**src/rtl/rx_packet_ctrl_module.sv**
```systemverilog
// Packet framer behind a UART receiver: hunts for HEADER, reads LEN, streams payload,
// verifies an 8-bit additive checksum and reports completion, errors and inter-byte timeouts.
module rx_packet_ctrl_module #(
  parameter logic [7:0]  HEADER  = 8'hAA,
  parameter int unsigned MAX_LEN = 16,
  parameter int unsigned TIMEOUT = 500000,
  parameter int unsigned TO_W    = 19
) (
  input  logic       CLK,
  input  logic       RST,
  input  logic       Enable_Sig,
  input  logic       RX_Done_Sig,
  input  logic [7:0] RX_Data,
  output logic       RX_En_Sig,
  output logic [7:0] Payload_Data,
  output logic       Payload_Valid,
  output logic       Pkt_Done_Sig,
  output logic       Pkt_Err_Sig,
  output logic [1:0] Err_Code,
  output logic       Busy
);

  localparam logic [2:0] StIdle    = 3'd0;
  localparam logic [2:0] StHunt    = 3'd1;
  localparam logic [2:0] StLen     = 3'd2;
  localparam logic [2:0] StPayload = 3'd3;
  localparam logic [2:0] StCsum    = 3'd4;

  localparam logic [1:0] ErrCsum    = 2'b01;
  localparam logic [1:0] ErrLen     = 2'b10;
  localparam logic [1:0] ErrTimeout = 2'b11;

  localparam logic [TO_W-1:0] ToLast = TO_W'(TIMEOUT - 1);

  logic [2:0]      state_q, state_d;
  logic [7:0]      len_q, len_d;
  logic [7:0]      count_q, count_d;
  logic [7:0]      sum_q, sum_d;
  logic [TO_W-1:0] timer_q, timer_d;

  logic [7:0] data_d;
  logic       valid_d, done_d, err_d, rx_en_d, busy_d;
  logic [1:0] code_d;

  logic       in_frame;
  logic       byte_rx;
  logic       timeout;
  logic       len_bad;
  logic [7:0] count_inc;
  logic [7:0] sum_add;

  assign in_frame  = (state_q == StLen) || (state_q == StPayload) || (state_q == StCsum);
  assign byte_rx   = RX_Done_Sig && (state_q != StIdle);
  // A byte arriving on the terminal count cycle takes priority over the timeout.
  assign timeout   = in_frame && !RX_Done_Sig && (timer_q == ToLast);
  assign len_bad   = (RX_Data == 8'd0) || ({24'd0, RX_Data} > MAX_LEN);
  assign count_inc = count_q + 8'd1;
  assign sum_add   = sum_q + RX_Data;

  always_comb begin
    state_d = state_q;
    len_d   = len_q;
    count_d = count_q;
    sum_d   = sum_q;
    data_d  = Payload_Data;
    valid_d = 1'b0;
    done_d  = 1'b0;
    err_d   = 1'b0;
    code_d  = Err_Code;

    if (in_frame && !RX_Done_Sig) begin
      timer_d = timer_q + TO_W'(1);
    end else begin
      timer_d = '0;
    end

    case (state_q)
      StIdle: begin
        if (Enable_Sig) begin
          state_d = StHunt;
        end
      end
      StHunt: begin
        if (!Enable_Sig) begin
          state_d = StIdle;
        end else if (RX_Done_Sig && (RX_Data == HEADER)) begin
          state_d = StLen;
        end
      end
      StLen: begin
        if (RX_Done_Sig) begin
          if (len_bad) begin
            err_d   = 1'b1;
            code_d  = ErrLen;
            state_d = StHunt;
          end else begin
            len_d   = RX_Data;
            sum_d   = RX_Data;
            count_d = 8'd0;
            state_d = StPayload;
          end
        end else if (timeout) begin
          err_d   = 1'b1;
          code_d  = ErrTimeout;
          state_d = StHunt;
        end
      end
      StPayload: begin
        if (RX_Done_Sig) begin
          data_d  = RX_Data;
          valid_d = 1'b1;
          sum_d   = sum_add;
          count_d = count_inc;
          if (count_inc == len_q) begin
            state_d = StCsum;
          end
        end else if (timeout) begin
          err_d   = 1'b1;
          code_d  = ErrTimeout;
          state_d = StHunt;
        end
      end
      StCsum: begin
        if (RX_Done_Sig) begin
          if (RX_Data == sum_q) begin
            done_d = 1'b1;
          end else begin
            err_d  = 1'b1;
            code_d = ErrCsum;
          end
          state_d = Enable_Sig ? StHunt : StIdle;
        end else if (timeout) begin
          err_d   = 1'b1;
          code_d  = ErrTimeout;
          state_d = StHunt;
        end
      end
      default: begin
        state_d = StIdle;
      end
    endcase

    // Receiver is paused for one cycle after every accepted byte so it can re-arm.
    rx_en_d = (state_d != StIdle) && !byte_rx;
    busy_d  = (state_d == StLen) || (state_d == StPayload) || (state_d == StCsum);
  end

  always_ff @(posedge CLK or posedge RST) begin
    if (RST) begin
      state_q       <= StIdle;
      len_q         <= 8'd0;
      count_q       <= 8'd0;
      sum_q         <= 8'd0;
      timer_q       <= '0;
      RX_En_Sig     <= 1'b0;
      Payload_Data  <= 8'd0;
      Payload_Valid <= 1'b0;
      Pkt_Done_Sig  <= 1'b0;
      Pkt_Err_Sig   <= 1'b0;
      Err_Code      <= 2'b00;
      Busy          <= 1'b0;
    end else begin
      state_q       <= state_d;
      len_q         <= len_d;
      count_q       <= count_d;
      sum_q         <= sum_d;
      timer_q       <= timer_d;
      RX_En_Sig     <= rx_en_d;
      Payload_Data  <= data_d;
      Payload_Valid <= valid_d;
      Pkt_Done_Sig  <= done_d;
      Pkt_Err_Sig   <= err_d;
      Err_Code      <= code_d;
      Busy          <= busy_d;
    end
  end

endmodule

```
**config.mk**
```make
export PLATFORM = sky130hd
export DESIGN_NAME = rx_packet_ctrl_module
export DESIGN_NICKNAME = d
export VERILOG_FILES = /design/src/rtl/rx_packet_ctrl_module.sv
export SDC_FILE = /design/constraint.sdc
export NUM_CORES = 1
export LEC_CHECK = 0
export BUFFER_PORTS_ARGS = -buffer_cell sky130_fd_sc_hd__buf_2
export CAP_MARGIN = 10
export CORE_MARGIN = 1
export CORE_UTILIZATION = 45
export DETAILED_ROUTE_END_ITERATION = 8
export PLACE_DENSITY = 0.71
export SLEW_MARGIN = 25
export SYNTH_ARGS = -nofsm -noshare
export SYNTH_HDL_FRONTEND = slang
export SYNTH_SLANG_ARGS = --single-unit
```
**constraint.sdc**
```tcl
create_clock -name CLK -period 5.4 [get_ports CLK]
set_input_delay 0.27 -clock CLK [delete_from_list [all_inputs] [get_ports CLK]]
set_output_delay 0.27 -clock CLK [all_outputs]
set_load 0.02 [all_outputs]
```
# == After elaboration in Yosys (flattened, before gate mapping) ==
# Index checks and enable logic that the tools add are counted.
# totals
regBits,61
input_bits,12
out_inout_bits,15
word_cells,95
# classes
n_addsub,3
order_cmp,1
n_eq_ne,17
n_mux,39
bitwise_logic,1
reduce_logical,22
# ops
cell,count
$mux W8,6
$pmux W8 S2,2
$mux W3,8
$add A19 B1 Y19 const B,1
$eq A19 B19 Y1 const B,1
$mux W19,1
$eq A8 B8 Y1,2
$pmux W3 S5,1
$mux W2,7
$eq A3 B2 Y1 const B,4
$mux W1,12
$reduce_bool A3 Y1,3
$add A8 B1 Y8 const B,1
$add A8 B8 Y8,1
$eq A8 B8 Y1 const B,1
$gt A8 B5 Y1 const B,1
$logic_not A8 Y1,1
$ne A2 B2 Y1 const B,4
$reduce_and A4 Y1,2
$eq A3 B3 Y1 const B,2
$ne A3 B3 Y1 const B,2
$pmux W2 S3,1
$logic_and A1 B1 Y1,5
$logic_or A1 B1 Y1,5
8 further kinds,9

# == Depth between registers and ports, before layout ==
# depth
ltp_word,11
depth_mapped,9
ltp_nobuf,9

# == Worst setup path before layout ==
# Ideal clock, no wire load.
# synth_timing
kind,register to register
start,register sum_q[1]
end,register sum_q[7]
setup_time_ns,0.133
t_arrival_ns,1.877
required_time_ns,5.267
path_slack_ns,3.390
path_stages_with_launch,8
path_buffers,0
synth_period_minus_slack_ns,2.010
cell_sequence,dfrtp_1 > ha_1 > a21o_1 > a21oi_1 > o21ai_0 > o41ai_1 > mux2i_1 > o211ai_1
# synth_via
elab_chain_len,3
# synth_rtl
element,line_no,text
start: declaration,38,"logic [7:0] sum_q, sum_d;"
start signal: assignment,166,sum_q <= sum_d;
$add A8 B8 Y8,58,assign sum_add = sum_q + RX_Data;
$mux W8,109,if (RX_Done_Sig) begin
$pmux W8 S2,77,case (state_q)
# No other way between the ends. The select of a mux whose other input is x is not followed.
# A chain may end at the register's enable or synchronous reset.

# == Worst setup path in the final report ==
# layout_timing
start,register state_q[1]
end,register count_q[7]
# layout_via
elab_chain_len,3
elab_cells_between_ends,8
classes_between,eq/ne (5); mux (1); reduce/logical (2)
# layout_rtl
element,line_no,text
start: declaration,35,"logic [2:0] state_q, state_d;"
start signal: assignment,150,state_q <= StIdle;
start signal: assignment,163,state_q <= state_d;
$eq A3 B2 Y1,77,
$ne A2 B2 Y1 (no source line) or $reduce_bool A2 Y1 (tied branches),n/a,
$reduce_and A4 Y1 (no source line),n/a,
end signal: assignment,165,count_q <= count_d;
end: declaration,37,"logic [7:0] count_q, count_d;"
# Several ways; a longest one is shown, not always the timed one.

==> metrics.csv <==
metric,value,unit
arrival,2860,ps
drtPass1Iterations,4,
port_buffers,26,
status,finished clean,
vias,2589,
skew,10.63,ps
synthArstFlopShare,100.0,%
netlist.area_leader.share,46.28,%
r2r-end,count_q[7]$_DFFE_PP0P_,
grt_usage,20.61,%
die_area,7676,um^2
grt_max_degree,62,
floorplan.initialDensity,47.50,%
holdWs,127.1,ps
synth_flop_cell,dfrtp_1,
critPathMaxFanout,24,
fin_nets,394,
hold_buffers,0,
reg2regPathDepth,5,
drive_gt1_share,14.32,%
timing.final.crit_share,47.84,%
avgSynthCellArea,9.450,um^2
drcViolationCount,0,
die_h,87.61,um
synthCells,349,
slew-limit-headroom,40.79,%
cap_violations,0,
final_util,53.78,%
cts_resized,0,
yosys_warnings,0,
post-route-min-period,2583,ps
rsz0062_at_grt,false,
dp_hpwl,4780,um
max_slew.worst_pin.slew,885.6,ps
cts_sinks,61,
fp.coreArea,6944,um^2
syn-num-nets,371,
cts-htree-levels,3,
reg2reg_slack,2820,ps
cts_tree,yes,
fmax,387.1,MHz
vias_per_cell,5.474,
wire_per_inst,14.65,um
nFillCells,621,
criticalPathCategory,reg -> reg,
cts_root_buffer,clkbuf_8,
syn_to_final_growth,13.24,%
grt_pass1_wl,12090,um
slew_violations,0,
setup_viol,0,
postCtsSetupRepairBufs,0,
synth.largest_area_cell,dfrtp_1,
cts_buffers,9,
ios,27,
holdCritPathClass,in -> async,
cts.path.max_buffers,2,
synth_edf_count,0,
gp_congestion,0.8954,
synthTopCellsByCount,"dfrtp_1, nand2_1, nor2_1",
clock_latency,340,ps
ys_types,54,
chipWidth,87.61,um
ant_nets,0,
synth_area_leaders,"dfrtp_1, xor2_1, nand2_1",
cts.reportedPaths.clkPinSlew,80,ps
wl,6931,um
initialDrtViolationCount,145,
syn_area,3298,um^2
overflow,0,
grt_pass1_vias,2529,
synthMostInstantiatedCell,dfrtp_1,
synth_seq_area_share,46.28,%
power.leakage,1.749,nW
grt_antenna_before_repair,0,
antenna_cells,0,
powerDensity,277.7,nW/um^2
peakVddDrop,0.0001613,V
setup_tns,0,ps
hold_viol_final,0,
synth_seq_cells,61,
rows,30,
worst_ep_required_time,5680,ps
start_kind,flop,
timing.rr.start,state_q[1]$_DFF_PP0_,
worst_setup_path_end_kind,flop,
-- area by class of cell --
class	count	area, um^2	share of cell area, %
clock buffer	10	137.6	3.685
inverter	9	33.78	0.9045
multi-input combinational	264	1669	44.69
sequential	61	1526	40.87
clock inverter	6	110.1	2.948
timing repair buffer	27	137.6	3.685
tap	96	120.1	3.216
-- how the worst max path moves through the flow --
stage / start / to / slack (ps) / cells past startpoint
global route: state_q[1]$_DFF_PP0_ / count_q[7]$_DFFE_PP0P_ / 2590 / 5
finish: state_q[1]$_DFF_PP0_ / count_q[7]$_DFFE_PP0P_ / 2820 / 5
detailed placement: state_q[1]$_DFF_PP0_ / count_q[7]$_DFFE_PP0P_ / 2820 / 5
global placement: state_q[1]$_DFF_PP0_ / count_q[7]$_DFFE_PP0P_ / 2970 / 5
CTS: state_q[1]$_DFF_PP0_ / count_q[7]$_DFFE_PP0P_ / 2810 / 5
floorplan: sum_q[1]$_DFFE_PP0P_ / sum_q[7]$_DFFE_PP0P_ / 3390 / 7
-- registers in the layout, summed over array words and instances (netlist names) --
register and cells:
Busy 1, Err_Code 2, Payload_Data 8, Payload_Valid 1
Pkt_Done_Sig 1, Pkt_Err_Sig 1, RX_En_Sig 1, count_q 8
len_q 8, state_q 3, sum_q 8, timer_q 19
-- critical path: stages (launching register included) --
cell and delay [ps]:
dfrtp_1 440, nor2b_1 380, nand3_1 700, and2_4 520
o41ai_2 320, a22o_1 160
-- logic make-up after synthesis --
family / share of synthesized area [%]
compound gates: 11.00
xor+xnor: 9.029
fa+ha+maj: 4.021
buf+inv: 3.111
flops: 46.28
mux: 2.580
simple gates: 23.98
-- through the flow --
step	area, um^2	std cells	worst slack, ps	power (mW)
after global placement	3487	457	2970	0.5407
after floorplan	3298	349	3390	0.5191
after global routing	3735	473	2592	1.073
after CTS	3735	473	2806	1.045
final	3735	473	2817	1.037
after detailed placement	3487	457	2820	0.5422
-- layer usage --
metal | wire length [um] | track usage (%) | up-vias
li1 | - | - | 1269
met1 | 3415 | 29.04 | 1250
met2 | 3104 | 30.47 | 61
met3 | 319 | 4.430 | 9
met4 | 92 | 9.538 | 0
met5 | 0 | 0 | -
-- power by group --
group          internal [mW]  switching [mW]  leakage, nW
logic                 0.0224          0.0420        0.788
clock network          0.318           0.186        0.119
registers              0.463         0.00581        0.842
-- layout by cell type, fill, tap and decap left out, types with 2 or more instances in the layout --
cell and instances:
a21oi_1 10, nand4_1 4, clkinvlp_4 2, nor3b_1 3, mux2_2 4, nor2b_1 4
dfrtp_1 61, or3_1 2, a31oi_1 2, inv_1 8, o21ai_0 19, clkbuf_8 10
and2_1 5, buf_2 26, ha_1 9, bufinv_16 3, mux2i_1 4, nor2_1 36
a21o_1 2, and4_1 7, nor4_1 6, o211ai_1 2, o31ai_1 2, nor3_1 6
and3_1 2, nand2_1 52, xor2_1 23, xnor2_1 11, nand2b_1 2, a22o_1 2
nand3_1 18, nor4b_1 4
No activity file was read; power rests on OpenSTA's default activity.
